**src/rtl/pwm_capture.sv**
```systemverilog
// ---------------------------------------------------------------------------
// pwm_capture
//
// Measures the high time and period of an asynchronous PWM waveform, in clk
// cycles, and flags a stuck input when no rising edge is seen within twice
// the nominal period.
//
// Optional build macro:
//   PWM_CAPTURE_GLITCH_FILTER_EN - inserts a 3-sample majority filter after
//                                  the synchronizer. It rejects 1-cycle
//                                  pulses/dropouts and adds 2 cycles of latency.
//
// Parameters:
//   PERIOD      nominal PWM period in clk cycles (2..127); timeout is 2*PERIOD
//
// Ports:
//   clk         system clock, all state changes on its rising edge
//   rst_n       asynchronous reset, ACTIVE HIGH despite the name
//   pwm_in      asynchronous PWM input
//   dc_out      last measured high time, saturated at 127
//   period_out  last measured period, saturated at 255
//   dc_valid    1-cycle pulse when dc_out/period_out update
//   stuck       high while the input has produced no rising edge in time
//   state_dbg_o current FSM state (0 IDLE, 1 MEASURE, 2 STUCK), debug only
//
// Handshake: dc_valid is a valid-only strobe with no ready. dc_out and
// period_out are stable from the cycle dc_valid is high until the next
// dc_valid pulse, so a consumer may sample them in that cycle or later.
// ---------------------------------------------------------------------------
module pwm_capture #(
  parameter int PERIOD = 100
) (
  input  logic       clk,
  input  logic       rst_n,
  input  logic       pwm_in,
  output logic [6:0] dc_out,
  output logic [7:0] period_out,
  output logic       dc_valid,
  output logic       stuck,
  output logic [1:0] state_dbg_o
);

  typedef enum logic [1:0] {
    ST_IDLE    = 2'd0,
    ST_MEASURE = 2'd1,
    ST_STUCK   = 2'd2
  } state_e;

  localparam logic [7:0] TIMEOUT       = 8'(2 * PERIOD);
  localparam logic [6:0] DC_STUCK_HIGH = 7'(PERIOD);

  // -------------------------------------------------------------------------
  // Input synchronizer
  // -------------------------------------------------------------------------
  logic sync1_q;
  logic sync2_q;
  logic s;
  logic s_dly_q;

  always_ff @(posedge clk or posedge rst_n) begin
    if (rst_n) begin
      sync1_q <= 1'b0;
      sync2_q <= 1'b0;
    end else begin
      sync1_q <= pwm_in;
      sync2_q <= sync1_q;
    end
  end

`ifdef PWM_CAPTURE_GLITCH_FILTER_EN
  // Majority over the last three synchronized samples, registered. Both
  // edges are delayed by the same two cycles, so high time is preserved.
  logic tap1_q;
  logic tap2_q;
  logic maj_q;

  always_ff @(posedge clk or posedge rst_n) begin
    if (rst_n) begin
      tap1_q <= 1'b0;
      tap2_q <= 1'b0;
      maj_q  <= 1'b0;
    end else begin
      tap1_q <= sync2_q;
      tap2_q <= tap1_q;
      maj_q  <= (sync2_q & tap1_q) | (sync2_q & tap2_q) | (tap1_q & tap2_q);
    end
  end

  assign s = maj_q;
`else
  assign s = sync2_q;
`endif

  always_ff @(posedge clk or posedge rst_n) begin
    if (rst_n) begin
      s_dly_q <= 1'b0;
    end else begin
      s_dly_q <= s;
    end
  end

  logic rise;
  assign rise = s & ~s_dly_q;

  // -------------------------------------------------------------------------
  // Period and high-time counters. The rise cycle itself counts as the first
  // cycle of the new period (and as a high cycle), hence the load of 1.
  // -------------------------------------------------------------------------
  logic [7:0] per_cnt_q, per_cnt_d;
  logic [7:0] hi_cnt_q,  hi_cnt_d;

  always_comb begin
    per_cnt_d = per_cnt_q;
    hi_cnt_d  = hi_cnt_q;
    if (rise) begin
      per_cnt_d = 8'd1;
      hi_cnt_d  = 8'd1;
    end else begin
      if (per_cnt_q != 8'hFF) per_cnt_d = per_cnt_q + 8'd1;
      if (s && (hi_cnt_q != 8'hFF)) hi_cnt_d = hi_cnt_q + 8'd1;
    end
  end

  always_ff @(posedge clk or posedge rst_n) begin
    if (rst_n) begin
      per_cnt_q <= 8'd0;
      hi_cnt_q  <= 8'd0;
    end else begin
      per_cnt_q <= per_cnt_d;
      hi_cnt_q  <= hi_cnt_d;
    end
  end

  logic       timeout_hit;
  logic [6:0] hi_sat;
  logic [6:0] dc_stuck_val;

  assign timeout_hit  = (per_cnt_q == TIMEOUT);
  assign hi_sat       = (hi_cnt_q > 8'd127) ? 7'd127 : hi_cnt_q[6:0];
  assign dc_stuck_val = s ? DC_STUCK_HIGH : 7'd0;

  // -------------------------------------------------------------------------
  // Control FSM. Rise is tested before timeout in every state, so a rise in
  // the timeout cycle is treated as a normal period end.
  // -------------------------------------------------------------------------
  state_e     state_q;
  logic [6:0] dc_q;
  logic [7:0] per_q;
  logic       valid_q;
  logic       stuck_q;

  always_ff @(posedge clk or posedge rst_n) begin
    if (rst_n) begin
      state_q <= ST_IDLE;
      dc_q    <= 7'd0;
      per_q   <= 8'd0;
      valid_q <= 1'b0;
      stuck_q <= 1'b0;
    end else begin
      valid_q <= 1'b0;
      case (state_q)
        ST_IDLE: begin
          // First edge only opens a period; nothing to report yet.
          if (rise) begin
            state_q <= ST_MEASURE;
          end else if (timeout_hit) begin
            state_q <= ST_STUCK;
            stuck_q <= 1'b1;
            dc_q    <= dc_stuck_val;
            per_q   <= 8'd0;
            valid_q <= 1'b1;
          end
        end
        ST_MEASURE: begin
          if (rise) begin
            dc_q    <= hi_sat;
            per_q   <= per_cnt_q;
            valid_q <= 1'b1;
          end else if (timeout_hit) begin
            state_q <= ST_STUCK;
            stuck_q <= 1'b1;
            dc_q    <= dc_stuck_val;
            per_q   <= 8'd0;
            valid_q <= 1'b1;
          end
        end
        ST_STUCK: begin
          // Recovery edge restarts measurement without reporting.
          if (rise) begin
            state_q <= ST_MEASURE;
            stuck_q <= 1'b0;
          end
        end
        default: begin
          state_q <= ST_IDLE;
        end
      endcase
    end
  end

  // Output register stage: all outputs move together, giving four clocks
  // from the synchronizer's first sampling edge (inclusive) to dc_valid.
  always_ff @(posedge clk or posedge rst_n) begin
    if (rst_n) begin
      dc_out     <= 7'd0;
      period_out <= 8'd0;
      dc_valid   <= 1'b0;
      stuck      <= 1'b0;
    end else begin
      dc_out     <= dc_q;
      period_out <= per_q;
      dc_valid   <= valid_q;
      stuck      <= stuck_q;
    end
  end

  assign state_dbg_o = state_q;

endmodule
```
**config.mk**
```make
export PLATFORM = sky130hd
export DESIGN_NAME = pwm_capture
export DESIGN_NICKNAME = d
export VERILOG_FILES = /design/src/rtl/pwm_capture.sv
export SDC_FILE = /design/constraint.sdc
export NUM_CORES = 1
export LEC_CHECK = 0
export BUFFER_PORTS_ARGS = -buffer_cell sky130_fd_sc_hd__buf_2
export CAP_MARGIN = 10
export CORE_ASPECT_RATIO = 0.75
export CORE_MARGIN = 3
export CORE_UTILIZATION = 40
export DETAILED_ROUTE_END_ITERATION = 6
export GPL_TIMING_DRIVEN = 0
export PLACE_DENSITY = 0.58
export RECOVER_POWER = 50
export SLEW_MARGIN = 20
export SYNTH_ARGS = -nofsm -noshare
export SYNTH_HDL_FRONTEND = slang
export SYNTH_SLANG_ARGS = --single-unit
```
**constraint.sdc**
```tcl
create_clock -name clk -period 1.95 [get_ports clk]
set_input_delay 0.195 -clock clk [delete_from_list [all_inputs] [get_ports clk]]
set_output_delay 0.195 -clock clk [all_outputs]
set_load 0.02 [all_outputs]
```
After elaboration in Yosys (flattened, before gate mapping)
Index checks and enable logic that the tools add are counted.

Bits in registers: 55. Input port bits: 3. Output and inout bits: 19. Word-level logic and storage cells: 66.

Add/sub/neg operators: 2. Order comparisons: 1. Eq/ne operators: 10. Mux-type cells: 27. Bitwise logic cells: 2. Reduce and logical (&&, ||, !) cells: 10.

Operator list (count): $mux 8 (7); $mux 7 (5); $add 8x1->8 const B (2); $ne 8x8->1 const B (2); $pmux 8 s2 (1); $pmux 7 s2 (1); $eq 8x8->1 const B (1); $gt 8x7->1 const B (1); $mux 2 (4); $ne 2x2->1 const B (4); $reduce_bool 2->1 (4); $mux 1 (6); $pmux 2 s3 (1); $pmux 1 s2 (2); $reduce_and 2->1 (2); $reduce_and 4->1 (1); $eq 2x1->1 const B (1); $eq 2x2->1 const B (1); $logic_not 2->1 (1); $ne 2x1->1 const B (1); $reduce_or 2->1 (1); $and 1x1->1 (1); $logic_and 1x1->1 (1); $not 1->1 (1).

Logic depth before layout (Yosys ltp)
Depth in word-level cells: 4. Mapped depth: 6. Mapped depth without buffers: 5.

Worst setup path after synthesis
Ideal clock, no wire load.

Path kind: reg2reg. From: reg per_cnt_q[2]. To: reg per_q[1]. Data arrival time: 1.441 ns. Required time: 1.829 ns. Setup slack: 0.388 ns. Cell stages (with the launch flop): 6. Period minus slack after synthesis: 1.562 ns. Cell sequence: dfrtp_1 > and4bb_1 > nand4b_2 > a21o_4 > buf_6 > a22o_1.

Longest elaborated chain between the ends: 4. Elaborated cells on any way between the ends: 5. Classes of those cells: eq/ne: 1; mux: 4.

RTL lines: from (decl) (line 109) `logic [7:0] per_cnt_q, per_cnt_d;`; from (signal assigned) (line 129) `per_cnt_q <= per_cnt_d;`; $eq 8x8->1 (*) (line 138) `assign timeout_hit = (per_cnt_q == TIMEOUT);`; $mux 8 (*); $mux 8 (on tied branches); $pmux 8 s2 (*); to (signal assigned) (line 177) `per_q <= per_cnt_q;`; to (decl) (line 148) `logic [7:0] per_q;`.

Mark *: on every way between the ends. The rest lies on a longest branch, timed or not. The select of a mux whose other input is x is not followed. A chain may end at the register's enable or synchronous reset.

Final worst setup path
From: reg per_cnt_q[2]. To: reg per_q[0].

The elaborated chain is that of the path after synthesis.

==> run metrics <==
status=finished clean; routed wire length per instance=roughly 14 um; number of synthesized flops with an enable pin=0; max-cap viol count=0; cells along the critical path=and4bb_1 > nand4b_2 > a21o_4 > buf_6 > a22o_1; synthesis-to-finish area growth=13.7%; Worst-path clk slew=100 ps; Setup Fix Bufs, Post-CTS=0; Peak VDD IR=0.000331 V; Distinct cells, synth=39; clk_lat worst skew=310 ps; Syn Inst Count=173; drt drc=0; switching part of the total power=30.0%; post-route insts no fill=277; Startpoint Class=flop; I/O pins=22; final WL=approximately 4000 um; Metal-1 WL=2180 um; initial antenna violation count=0; Total Power=2390 uW; Final WS setup=between 200 and 250 ps; antenna cells=0; post-route ant nets=0; Yosys warning count=0; # H-tree levels=2; die width=90.8 um; clock sink total=55; length of routed met2 wiring=1600 um; post-synthesis instance area=0.00216 mm2; fin crit period=roughly 1700 ps; Comb pwr share=13.8%; switching power total=around 720 uW; Max stage delay cell, worst path=dfrtp_1; RSZ-0062 raised after global routing=no; uppermost routed layer=met4; Pre-Repair DR Iteration Count=4; detailed-route via count=~1500; Max Fclk=578 MHz; WP data required=2160 ps; reg2reg setup slack=220 ps; power per cell area=977 mW/mm2; vias in the first global route=1380; largest net degree at the start of global routing=34; slew at the pin closest to its max-slew limit=813 ps; post-synthesis area per instance=12.5 um2; via-per-instance ratio=around 5.3; critical path class=flop to flop; setup skew after layout=5.66 ps; FP Rows=22; worst rel slew slack=around 46%; hold_buf cts=2; total core area=0.00504 mm2; Starting Density=42.8%; Congestion Overflow GR=0; Final nets=210; static leakage=0.00112 uW; Seq/Total Area, Yosys=63.8%; Fin. Hold Viols=0; Post-Place Worst Slack=247 ps; Int Pwr=about 1700 uW; global-route wire length before repair=6810 um; DIE AREA=around 0.0063 mm2; final setup vio count=0; setup tns final=0 ps; Slew Viols, Final=0; CTS tree=built; clock network fraction of design power=between 20% and 30%; # fillers=442; Num CTS Buffers=5; IO Port Bufs=21; Post-synth top flop=dfrtp_1; Arr. time, crit path=1940 ps; asr flop ratio synth=100%; Die H=69.6 um; met3 WL=184 um; #FFs+latches synth=55; Max stage delay on crit path=roughly 480 ps; GP Congestion=0.841; Iteration-0 DRC Markers=98; Final HPWL DP=roughly 2800 um; CP Capture Type=flop; share of post-route cells with drive strength above 1=11.2%; Post-Syn Nets=~180; Root Buffer=clkbuf_8; CTS Buffer Depth=2; Final period util=88.7%; cts repair resizes=0; all-layer global routing usage=13.4%; Inst Count DP=267; Reg power frac=approximately three fifths; Worst Path Max Fanout=10; HP Class=flop to flop
-- stage by stage --
stage | cell area (um2) | utilization (%) | hold WS (ps)
2_1_floorplan | 2160 | - | 226
3_3_place_gp | 2350 | 46.7 | 305
3_5_place_dp | 2370 | 47.1 | 246
4_1_cts | 2480 | 49.3 | 362
5_1_grt | 2450 | 48.7 | 368
6_report | 2450 | 48.7 | 359
-- worst paths after layout --
| kind | start | end | cells after the start |
|---|---|---|---|
| max in group asynchronous | rst_n | per_cnt_q[1] | 4 |
| min in group asynchronous | rst_n | period_out[4] | 3 |
| setup / recovery | per_cnt_q[2] | per_q[0] | 5 |
| hold reg to reg | valid_q | dc_valid | 0 |
| hold / removal | valid_q | dc_valid | 0 |
| setup reg to reg | per_cnt_q[2] | per_q[0] | 5 |
-- layer usage --
| metal | up-vias | global-route usage (%) |
|---|---|---|
| li1 | 701 | - |
| met2 | 31 | 18.5 |
| met1 | 721 | 20.5 |
| met3 | 5 | 3.15 |
| met4 | 0 | 5.02 |
| met5 | - | 0 |
-- critical path, delay by kind of cell (launching register included) --
kind	cells	cell delay [ps]
compound gates	2	510
simple gates	2	490
buf+inv	1	140
flops	1	480
-- synthesized netlist by cell type, types with 2 or more instances --
library cell	n	area share (%)
dfrtp_1	55	64
a31oi_1	10	2.9
nor2_1	10	1.7
a21oi_1	8	1.9
a22o_1	8	3.3
nand2_1	8	1.4
o2bb2ai_1	8	3.3
inv_1	7	1.2
o21ai_0	6	1.4
nand3_1	5	1.2
nor3_1	4	0.93
and4_1	3	1.2
buf_2	3	0.70
clkbuf_1	3	0.52
ha_1	3	1.7
nand4_1	3	0.87
o21a_1	3	1.0
a211oi_1	2	0.70
mux2i_1	2	0.93
o2111ai_1	2	0.81
xor2_1	2	0.81
-- cells in the final DEF, fill, tap and decap left out, types with 2 or more instances in the layout --
cell type / n
dfrtp_1: 55
clkbuf_1: 20
a31oi_1: 10
nor2_1: 10
a22o_1: 8
a21oi_1: 8
o2bb2ai_1: 8
nand2_1: 8
buf_2: 7
inv_1: 7
o21ai_0: 6
nand3_1: 5
clkbuf_8: 5
nor3_1: 4
o21a_1: 3
and4_1: 3
nand4_1: 3
ha_1: 3
a211oi_1: 2
mux2i_1: 2
o2111ai_1: 2
xor2_1: 2
inv_6: 2
dlygate4sd3_1: 2
-- registers in the layout, indices dropped and copies added (netlist names), 2 cells and up --
name         cells
per_cnt_q        8
per_q            8
hi_cnt_q         8
state_dbg_o      2
period_out       8
dc_out           7
dc_q             7
-- kinds of logic (layout without fill, tap and decap cells) --
logic type	after synthesis	count (layout)	synth area share (%)
compound gates	51	51	17.1
xor+xnor	3	3	1.22
fa+ha+maj	3	3	1.74
buf+inv	15	47	3.13
flops	55	55	63.8
mux	3	3	1.45
simple gates	43	43	11.5
-- power by group through the flow --
stage | Clock (uW) | Sequential [uW] | Combinational (uW)
after floorplan | 0 | 1460 | 190
after global placement | 0 | 1430 | 337
after detailed placement | 0 | 1430 | 350
after CTS | 671 | 1410 | 355
after global routing | 714 | 1430 | 373
final | 652 | 1410 | 331
-- layout make-up --
class                   instances  area (um2)  area share, %
flip-flops and latches         55        1380           56.2
multi-input cells             103         712           29.0
repair buffers                 24         111           4.54
well taps                      72        90.1           3.68
clock buffers                   5        68.8           2.81
plain buffers                   7        37.5           1.53
inverters                       8        30.0           1.23
clock inverters                 3        25.0           1.02
Note: power is estimated with default switching activity, not from simulation.
